File: src/rtl/mem_port_arbiter_if.sv
// Bundle between the fetch/load-store requesters, the arbiter and the shared memory port.
// slave is the arbiter's view; master is the requesters' and memory's combined view.
interface mem_port_arbiter_if #(
  parameter int unsigned XLEN = 32
);
  typedef logic [1:0] write_width_t;

  logic              if_req;
  logic [XLEN-1:0]   if_addr;
  logic              if_ready;
  logic              if_r_valid;
  logic [XLEN-1:0]   if_r_data;

  logic              d_req;
  logic [XLEN-1:0]   d_addr;
  logic [XLEN-1:0]   d_w_data;
  write_width_t      d_w_width;
  logic              d_w_enable;
  logic              d_ready;
  logic              d_r_valid;
  logic [XLEN-1:0]   d_r_data;

  logic [XLEN-1:0]   mem_addr;
  logic [XLEN-1:0]   mem_w_data;
  write_width_t      mem_w_width;
  logic              mem_w_enable;
  logic [XLEN-1:0]   mem_r_data;

  modport slave (
    input  if_req, if_addr, d_req, d_addr, d_w_data, d_w_width, d_w_enable, mem_r_data,
    output if_ready, if_r_valid, if_r_data, d_ready, d_r_valid, d_r_data,
           mem_addr, mem_w_data, mem_w_width, mem_w_enable
  );

  modport master (
    output if_req, if_addr, d_req, d_addr, d_w_data, d_w_width, d_w_enable, mem_r_data,
    input  if_ready, if_r_valid, if_r_data, d_ready, d_r_valid, d_r_data,
           mem_addr, mem_w_data, mem_w_width, mem_w_enable
  );
endinterface

File: src/rtl/mem_port_arbiter.sv
// Shares one memory port between fetch and load/store; data has priority.
// Define MEM_ARB_FAIRNESS_EN to add the starvation limiter that forces fetch through.
module mem_port_arbiter #(
  parameter int unsigned STARVE_LIMIT = 4
) (
  input logic             clock,
  input logic             reset,
  mem_port_arbiter_if.slave bus
);

  typedef enum logic [1:0] {OwnNone, OwnIf, OwnData} owner_e;

  owner_e rd_owner;
  logic   grant_if;
  logic   grant_d;
  logic   force_if;

  if (STARVE_LIMIT < 1 || STARVE_LIMIT > 15) begin : g_bad_limit
    $error("STARVE_LIMIT must be in 1..15");
  end

`ifdef MEM_ARB_FAIRNESS_EN
  logic [3:0] starve_cnt;

  assign force_if = bus.if_req & bus.d_req & (starve_cnt == 4'(STARVE_LIMIT));

  // Counts data grants that left a fetch waiting; the forced grant caps it at the limit.
  always_ff @(posedge clock or posedge reset) begin
    if (reset) begin
      starve_cnt <= 4'd0;
    end else if (grant_if || !bus.if_req) begin
      starve_cnt <= 4'd0;
    end else if (grant_d) begin
      starve_cnt <= starve_cnt + 4'd1;
    end
  end
`else
  assign force_if = 1'b0;
`endif

  // Grants are masked during reset so nothing reaches the port.
  assign grant_d  = bus.d_req & ~force_if & ~reset;
  assign grant_if = bus.if_req & ~grant_d & ~reset;

  assign bus.if_ready     = grant_if;
  assign bus.d_ready      = grant_d;
  assign bus.mem_addr     = grant_if ? bus.if_addr : bus.d_addr;
  assign bus.mem_w_data   = grant_if ? '0 : bus.d_w_data;
  assign bus.mem_w_enable = grant_d & bus.d_w_enable;
  assign bus.mem_w_width  = bus.d_w_width;

  always_ff @(posedge clock or posedge reset) begin
    if (reset) begin
      rd_owner <= OwnNone;
    end else if (grant_if) begin
      rd_owner <= OwnIf;
    end else if (grant_d && !bus.d_w_enable) begin
      rd_owner <= OwnData;
    end else begin
      rd_owner <= OwnNone;
    end
  end

  assign bus.if_r_valid = (rd_owner == OwnIf) & ~reset;
  assign bus.d_r_valid  = (rd_owner == OwnData) & ~reset;
  assign bus.if_r_data  = bus.mem_r_data;
  assign bus.d_r_data   = bus.mem_r_data;

endmodule

File: src/flat_wrapper.sv
// flat-port wrapper written by rule: the top's interface ports become plain ports
module mem_port_arbiter_flat 
#(
  parameter int unsigned STARVE_LIMIT = 4
)
  (clock, reset, bus_if_req, bus_if_addr, bus_d_req, bus_d_addr, bus_d_w_data, bus_d_w_width, bus_d_w_enable, bus_mem_r_data, bus_if_ready, bus_if_r_valid, bus_if_r_data, bus_d_ready, bus_d_r_valid, bus_d_r_data, bus_mem_addr, bus_mem_w_data, bus_mem_w_width, bus_mem_w_enable);
  mem_port_arbiter_if #(.XLEN(32)) bus_i ();
  input logic clock;
  input logic reset;
  input wire logic [$bits(bus_i.if_req)-1:0] bus_if_req;
  input wire logic [$bits(bus_i.if_addr)-1:0] bus_if_addr;
  input wire logic [$bits(bus_i.d_req)-1:0] bus_d_req;
  input wire logic [$bits(bus_i.d_addr)-1:0] bus_d_addr;
  input wire logic [$bits(bus_i.d_w_data)-1:0] bus_d_w_data;
  input wire logic [$bits(bus_i.d_w_width)-1:0] bus_d_w_width;
  input wire logic [$bits(bus_i.d_w_enable)-1:0] bus_d_w_enable;
  input wire logic [$bits(bus_i.mem_r_data)-1:0] bus_mem_r_data;
  output wire logic [$bits(bus_i.if_ready)-1:0] bus_if_ready;
  output wire logic [$bits(bus_i.if_r_valid)-1:0] bus_if_r_valid;
  output wire logic [$bits(bus_i.if_r_data)-1:0] bus_if_r_data;
  output wire logic [$bits(bus_i.d_ready)-1:0] bus_d_ready;
  output wire logic [$bits(bus_i.d_r_valid)-1:0] bus_d_r_valid;
  output wire logic [$bits(bus_i.d_r_data)-1:0] bus_d_r_data;
  output wire logic [$bits(bus_i.mem_addr)-1:0] bus_mem_addr;
  output wire logic [$bits(bus_i.mem_w_data)-1:0] bus_mem_w_data;
  output wire logic [$bits(bus_i.mem_w_width)-1:0] bus_mem_w_width;
  output wire logic [$bits(bus_i.mem_w_enable)-1:0] bus_mem_w_enable;
  assign bus_i.if_req = bus_if_req;
  assign bus_i.if_addr = bus_if_addr;
  assign bus_i.d_req = bus_d_req;
  assign bus_i.d_addr = bus_d_addr;
  assign bus_i.d_w_data = bus_d_w_data;
  assign bus_i.d_w_width = bus_d_w_width;
  assign bus_i.d_w_enable = bus_d_w_enable;
  assign bus_i.mem_r_data = bus_mem_r_data;
  assign bus_if_ready = bus_i.if_ready;
  assign bus_if_r_valid = bus_i.if_r_valid;
  assign bus_if_r_data = bus_i.if_r_data;
  assign bus_d_ready = bus_i.d_ready;
  assign bus_d_r_valid = bus_i.d_r_valid;
  assign bus_d_r_data = bus_i.d_r_data;
  assign bus_mem_addr = bus_i.mem_addr;
  assign bus_mem_w_data = bus_i.mem_w_data;
  assign bus_mem_w_width = bus_i.mem_w_width;
  assign bus_mem_w_enable = bus_i.mem_w_enable;
  mem_port_arbiter #(.STARVE_LIMIT(STARVE_LIMIT)) u_core (.clock(clock), .reset(reset), .bus(bus_i));
endmodule
File: config.mk
export PLATFORM = sky130hd
export DESIGN_NAME = mem_port_arbiter_flat
export DESIGN_NICKNAME = d
export VERILOG_FILES = /design/src/rtl/mem_port_arbiter_if.sv /design/src/rtl/mem_port_arbiter.sv /design/src/flat_wrapper.sv
export SDC_FILE = /design/constraint.sdc
export NUM_CORES = 1
export LEC_CHECK = 0
export ABC_AREA = 1
export CAP_MARGIN = 20
export CORE_AREA = 2 2 104 106
export CTS_CLUSTER_DIAMETER = 150
export DETAILED_ROUTE_END_ITERATION = 10
export DIE_AREA = 0 0 106 108
export GPL_ROUTABILITY_DRIVEN = 0
export MAX_ROUTING_LAYER = met4
export PLACE_DENSITY = 0.58
export SYNTH_ARGS = -nofsm -noshare
export SYNTH_HDL_FRONTEND = slang
export SYNTH_SLANG_ARGS = --single-unit
File: constraint.sdc
create_clock -name clock -period 0.9 [get_ports clock]
set_input_delay 0.135 -clock clock [delete_from_list [all_inputs] [get_ports clock]]
set_output_delay 0.135 -clock clock [all_outputs]
set_load 0.1 [all_outputs]
# == After elaboration in Yosys (flattened, before gate mapping) ==
# Cells that the tools add are included.
# op_classes
n_mux,4
n_div,0
eq_ne,2
shifts,0
bitwise_logic,8
order_cmp,0
addsub,0
n_mul,0
reduce_logical,2
# op_table
operator,count
two-way mux 32 bit,2
AND 1 bit,6
two-way mux 2 bit,2
== test 2 x 1 -> 1 bit (second input constant),1
== test 2 bit (second input constant),1
NOT 1 bit,2
logical AND 1 bit,1
logical NOT 1 bit,1
# word_totals
latchBits,0
rom_bits,0
output_inout_bits,135
reg_bits,2
memories,0
ram_bits,0

# == Logic depth before layout (Yosys ltp) ==
# depth
depth_word,6
depth_mapped,6

# == Worst setup path before layout ==
# Ideal clock, no wire load.
# synth_path
path_type,flip-flop to output port
from,reg u_core.rd_owner[0]
to,out bus_d_r_valid
stages_incl_launch_ff,2
t_arrival_ns,2.424
slack_ns,-1.659
cell_sequence,dfrtp_1 > nor3_1
# synth_via
elab_chain_cells,2
# synth_lines
element,line,text
start: declaration,mem_port_arbiter.sv:13,owner_e rd_owner;
start signal: assignment,mem_port_arbiter.sv:54,rd_owner <= OwnNone;
start signal: assignment,mem_port_arbiter.sv:56,rd_owner <= OwnIf;
start signal: assignment,mem_port_arbiter.sv:58,rd_owner <= OwnData;
== test 2 bit,mem_port_arbiter.sv:65,assign bus.d_r_valid = (rd_owner == OwnData) & ~reset;
AND 1 bit,mem_port_arbiter.sv:65,
end: declaration,flat_wrapper.sv:22,output wire logic [$bits(bus_i.d_r_valid)-1:0] bus_d_r_valid;
# No other way between the ends.

# == Final worst setup path ==
# layout_path
from,in bus_d_req
to,out bus_mem_w_data[8]
# layout_via
elab_chain_cells,5
# layout_lines
element,line,text
start: declaration,flat_wrapper.sv:12,input wire logic [$bits(bus_i.d_req)-1:0] bus_d_req;
AND 1 bit,mem_port_arbiter.sv:42,assign grant_d = bus.d_req & ~force_if & ~reset;
NOT 1 bit,mem_port_arbiter.sv:43,assign grant_if = bus.if_req & ~grant_d & ~reset;
AND 1 bit (2 in series),mem_port_arbiter.sv:43,
two-way mux 32 bit,mem_port_arbiter.sv:48,assign bus.mem_w_data = grant_if ? '0 : bus.d_w_data;
end: declaration,flat_wrapper.sv:25,output wire logic [$bits(bus_i.mem_w_data)-1:0] bus_mem_w_data;
# No other way between the ends.

==> results.sh <==
export IMPL_drc=0
export IMPL_synth_nets=393
export IMPL_tritoncts="done"
export IMPL_hp_class="in2reg"
export IMPL_synth_seq_cells=2
export IMPL_clock_sinks=2
export IMPL_worst_slack_ps=-341
export IMPL_vias_per_cell=3.96
export IMPL_cp_startpoint="bus_d_req"
export IMPL_reg_largest_list="u_core.rd_owner (2)"
export IMPL_antenna_found_initial=0
export IMPL_grt_pass1_vias=2323
export IMPL_synth_cell_types=12
export IMPL_synth_top_area_cell="buf_4"
export IMPL_grt_total_usage=0.143
export IMPL_post_route_period_util=1.38
export IMPL_critPathMostFrequentCell="buf_12"
export IMPL_finalCriticalPeriod_ps=1240
export IMPL_top_layer="met4"
export IMPL_multi_input_area_mm2=0.00170
export IMPL_max_freq_ghz=0.806
export IMPL_drv_cap=0
export IMPL_wl_met1_mm=2.48
export IMPL_wl_met2_mm=4.71
export IMPL_yosysTopAreaCellShare=0.353
export IMPL_min_delay_path_depth=2
export IMPL_fin_nets=548
export IMPL_die_w_um=106
export IMPL_place_ws_ps=-868
export IMPL_register_area_um2=50.0
export IMPL_critPathMaxStageDelay_ps=170
export IMPL_tightest_slew_ps=227
export IMPL_setup_viol=69
export IMPL_relSlewSlack=0.848
export IMPL_power_leakage_nw=2.17
export IMPL_syn_inst=258
export IMPL_drv_slew=0
export IMPL_crit_required_ps=760
export IMPL_syn_to_final_growth_pct=280
export IMPL_regMostFlops="u_core.rd_owner"
export IMPL_hpwl_mm=6.31
export IMPL_crit_chain="buf_8, inv_6, nand3_4, buf_12, buf_16, nand2_4, clkinvlp_4, buf_12"
export IMPL_worstSetupEndpointType="output port"
export IMPL_hold_viol=0
export IMPL_largest_reg_flops=2
export IMPL_rsz0062_at_grt="true"
export IMPL_start_kind="primary input"
export IMPL_num_rows=37
export IMPL_crit_fanout=8
export IMPL_core_area_mm2=0.0102
export IMPL_cts_buffer_depth=2
export IMPL_power_density_mw_per_mm2=877
export IMPL_status="complete, but fails checks"
export IMPL_drive_gt1_frac=0.664
export IMPL_route_met3_wl_um=761
export IMPL_htree_levels=1
export IMPL_setup_worst_path_class="in2out"
export IMPL_nFillCells=894
export IMPL_first_pass_iters=4
export IMPL_wire_per_inst_um=14.7
export IMPL_die_area_mm2=0.0114
export IMPL_drt_iter0_markers=16
export IMPL_syn_area_per_cell_um2=5.44
export IMPL_initial_core_util=0.137
export IMPL_synth_area_leaders="buf_4, nand2_1, nand4_1"
export IMPL_cts_buffers=3
export IMPL_drt_wl_total_mm=8.06
export IMPL_grt_overflow_total=0
export IMPL_grt_max_degree=33
export IMPL_ioPinCount=270
export IMPL_violations="setup timing"
export IMPL_io_buffers=169
export IMPL_fp_dieH_um=108
export IMPL_final_util=0.522
export IMPL_peakVddDrop_mv=0.727
export IMPL_worst_path_max_delay_cell="buf_12"
export IMPL_postRouteAntennaNets=0
export IMPL_holdWs_ps=244
export IMPL_syn_area_mm2=0.00140
export IMPL_path_clk_slew_ps=30
export IMPL_ys_seq_area_frac=0.0357
export IMPL_root_buffer="clkbuf_8"
export IMPL_grt_first_pass_wirelength_mm=12.4
export IMPL_vias=2172
export IMPL_critical_path_arrival_ps=1110
export IMPL_timing_hold_worst_start="bus_d_w_enable"
export IMPL_synth_warnings=0
## synth_stat cells
master	number
buf_2	10
clkbuf_1	1
inv_1	36
dfrtp_1	2
nand3_2	1
nor3_1	1
nor2_1	3
inv_2	2
nand4_1	32
buf_6	6
buf_4	66
nand2_1	98
## per-layer routing
layer	up-vias	global-route usage
li1	1036	-
met1	980	0.142
met3	15	0.0392
met2	141	0.276
met4	0	0.0367
met5	-	-
## path summary, 6_finish.rpt
| path | slack (ps) | endpoint |
|---|---|---|
| worst min-delay path | 240 | u_core.rd_owner[1] |
| min in group asynchronous | 530 | u_core.rd_owner[0] |
| worst max-delay path | -340 | bus_mem_w_data[8] |
| max in group asynchronous | 240 | u_core.rd_owner[1] |
## worst max-delay path: cells and delay by family
kind / cells / cell delay [ps]
buffers and inverters: 6 / 760
and+or+nand+nor: 2 / 210
## report_power, final
part	internal, W	leakage (nW)	switching [W]
combinational	0.00172	2.13	0.00251
sequential	0.0000941	0.0269	0.00000280
clock	0.000283	0.0216	0.0000760
## cell usage in the layout, fill, tap and decap left out, types with 7 or more instances in the layout
master            n
buf_4            36
dlygate4sd2_1    20
buf_8             7
buf_12           77
nand4_1          32
nand2_8          48
buf_6            13
dlymetal6s2s_1    7
clkinvlp_4       34
nand2_2           9
nand2_4          36
clkdlybuf4s50_1  70
## final cells by class
type                    count  area share
multi-input cells         135       0.319
repair buffers            233       0.579
inverters                  38      0.0530
diodes                      1    0.000469
well taps                 136      0.0319
clock buffers               3     0.00773
flip-flops and latches      2     0.00937
## what timing repair did
action,CTS,global route
gates resized for setup,115,13
setup buffers,3,0
endpoints found under the setup margin,71,69
pin swaps,14,5
hold endpoints to repair,2,0
gates cloned,3,0
hold buffers,1,0
## logic make-up (layout without fill, tap and decap cells)
kind of cell	Yosys count	after routing	share of synthesized area
buffers and inverters	121	274	0.541
flip-flops	2	2	0.0357
other	0	1	0
AND/OR/NAND/NOR	135	135	0.423
## through the flow
step	setup TNS [ps]	instance area (um^2)	power, W	instances
2_1_floorplan	-13660	2450	0.00389	258
3_3_place_gp	-53540	4860	0.00415	539
3_5_place_dp	-54760	4860	0.00417	539
4_1_cts	-20710	5330	0.00473	548
5_1_grt	-21980	5340	0.00484	547
6_report	-19100	5340	0.00468	548
(Power assumes the default switching activity.)
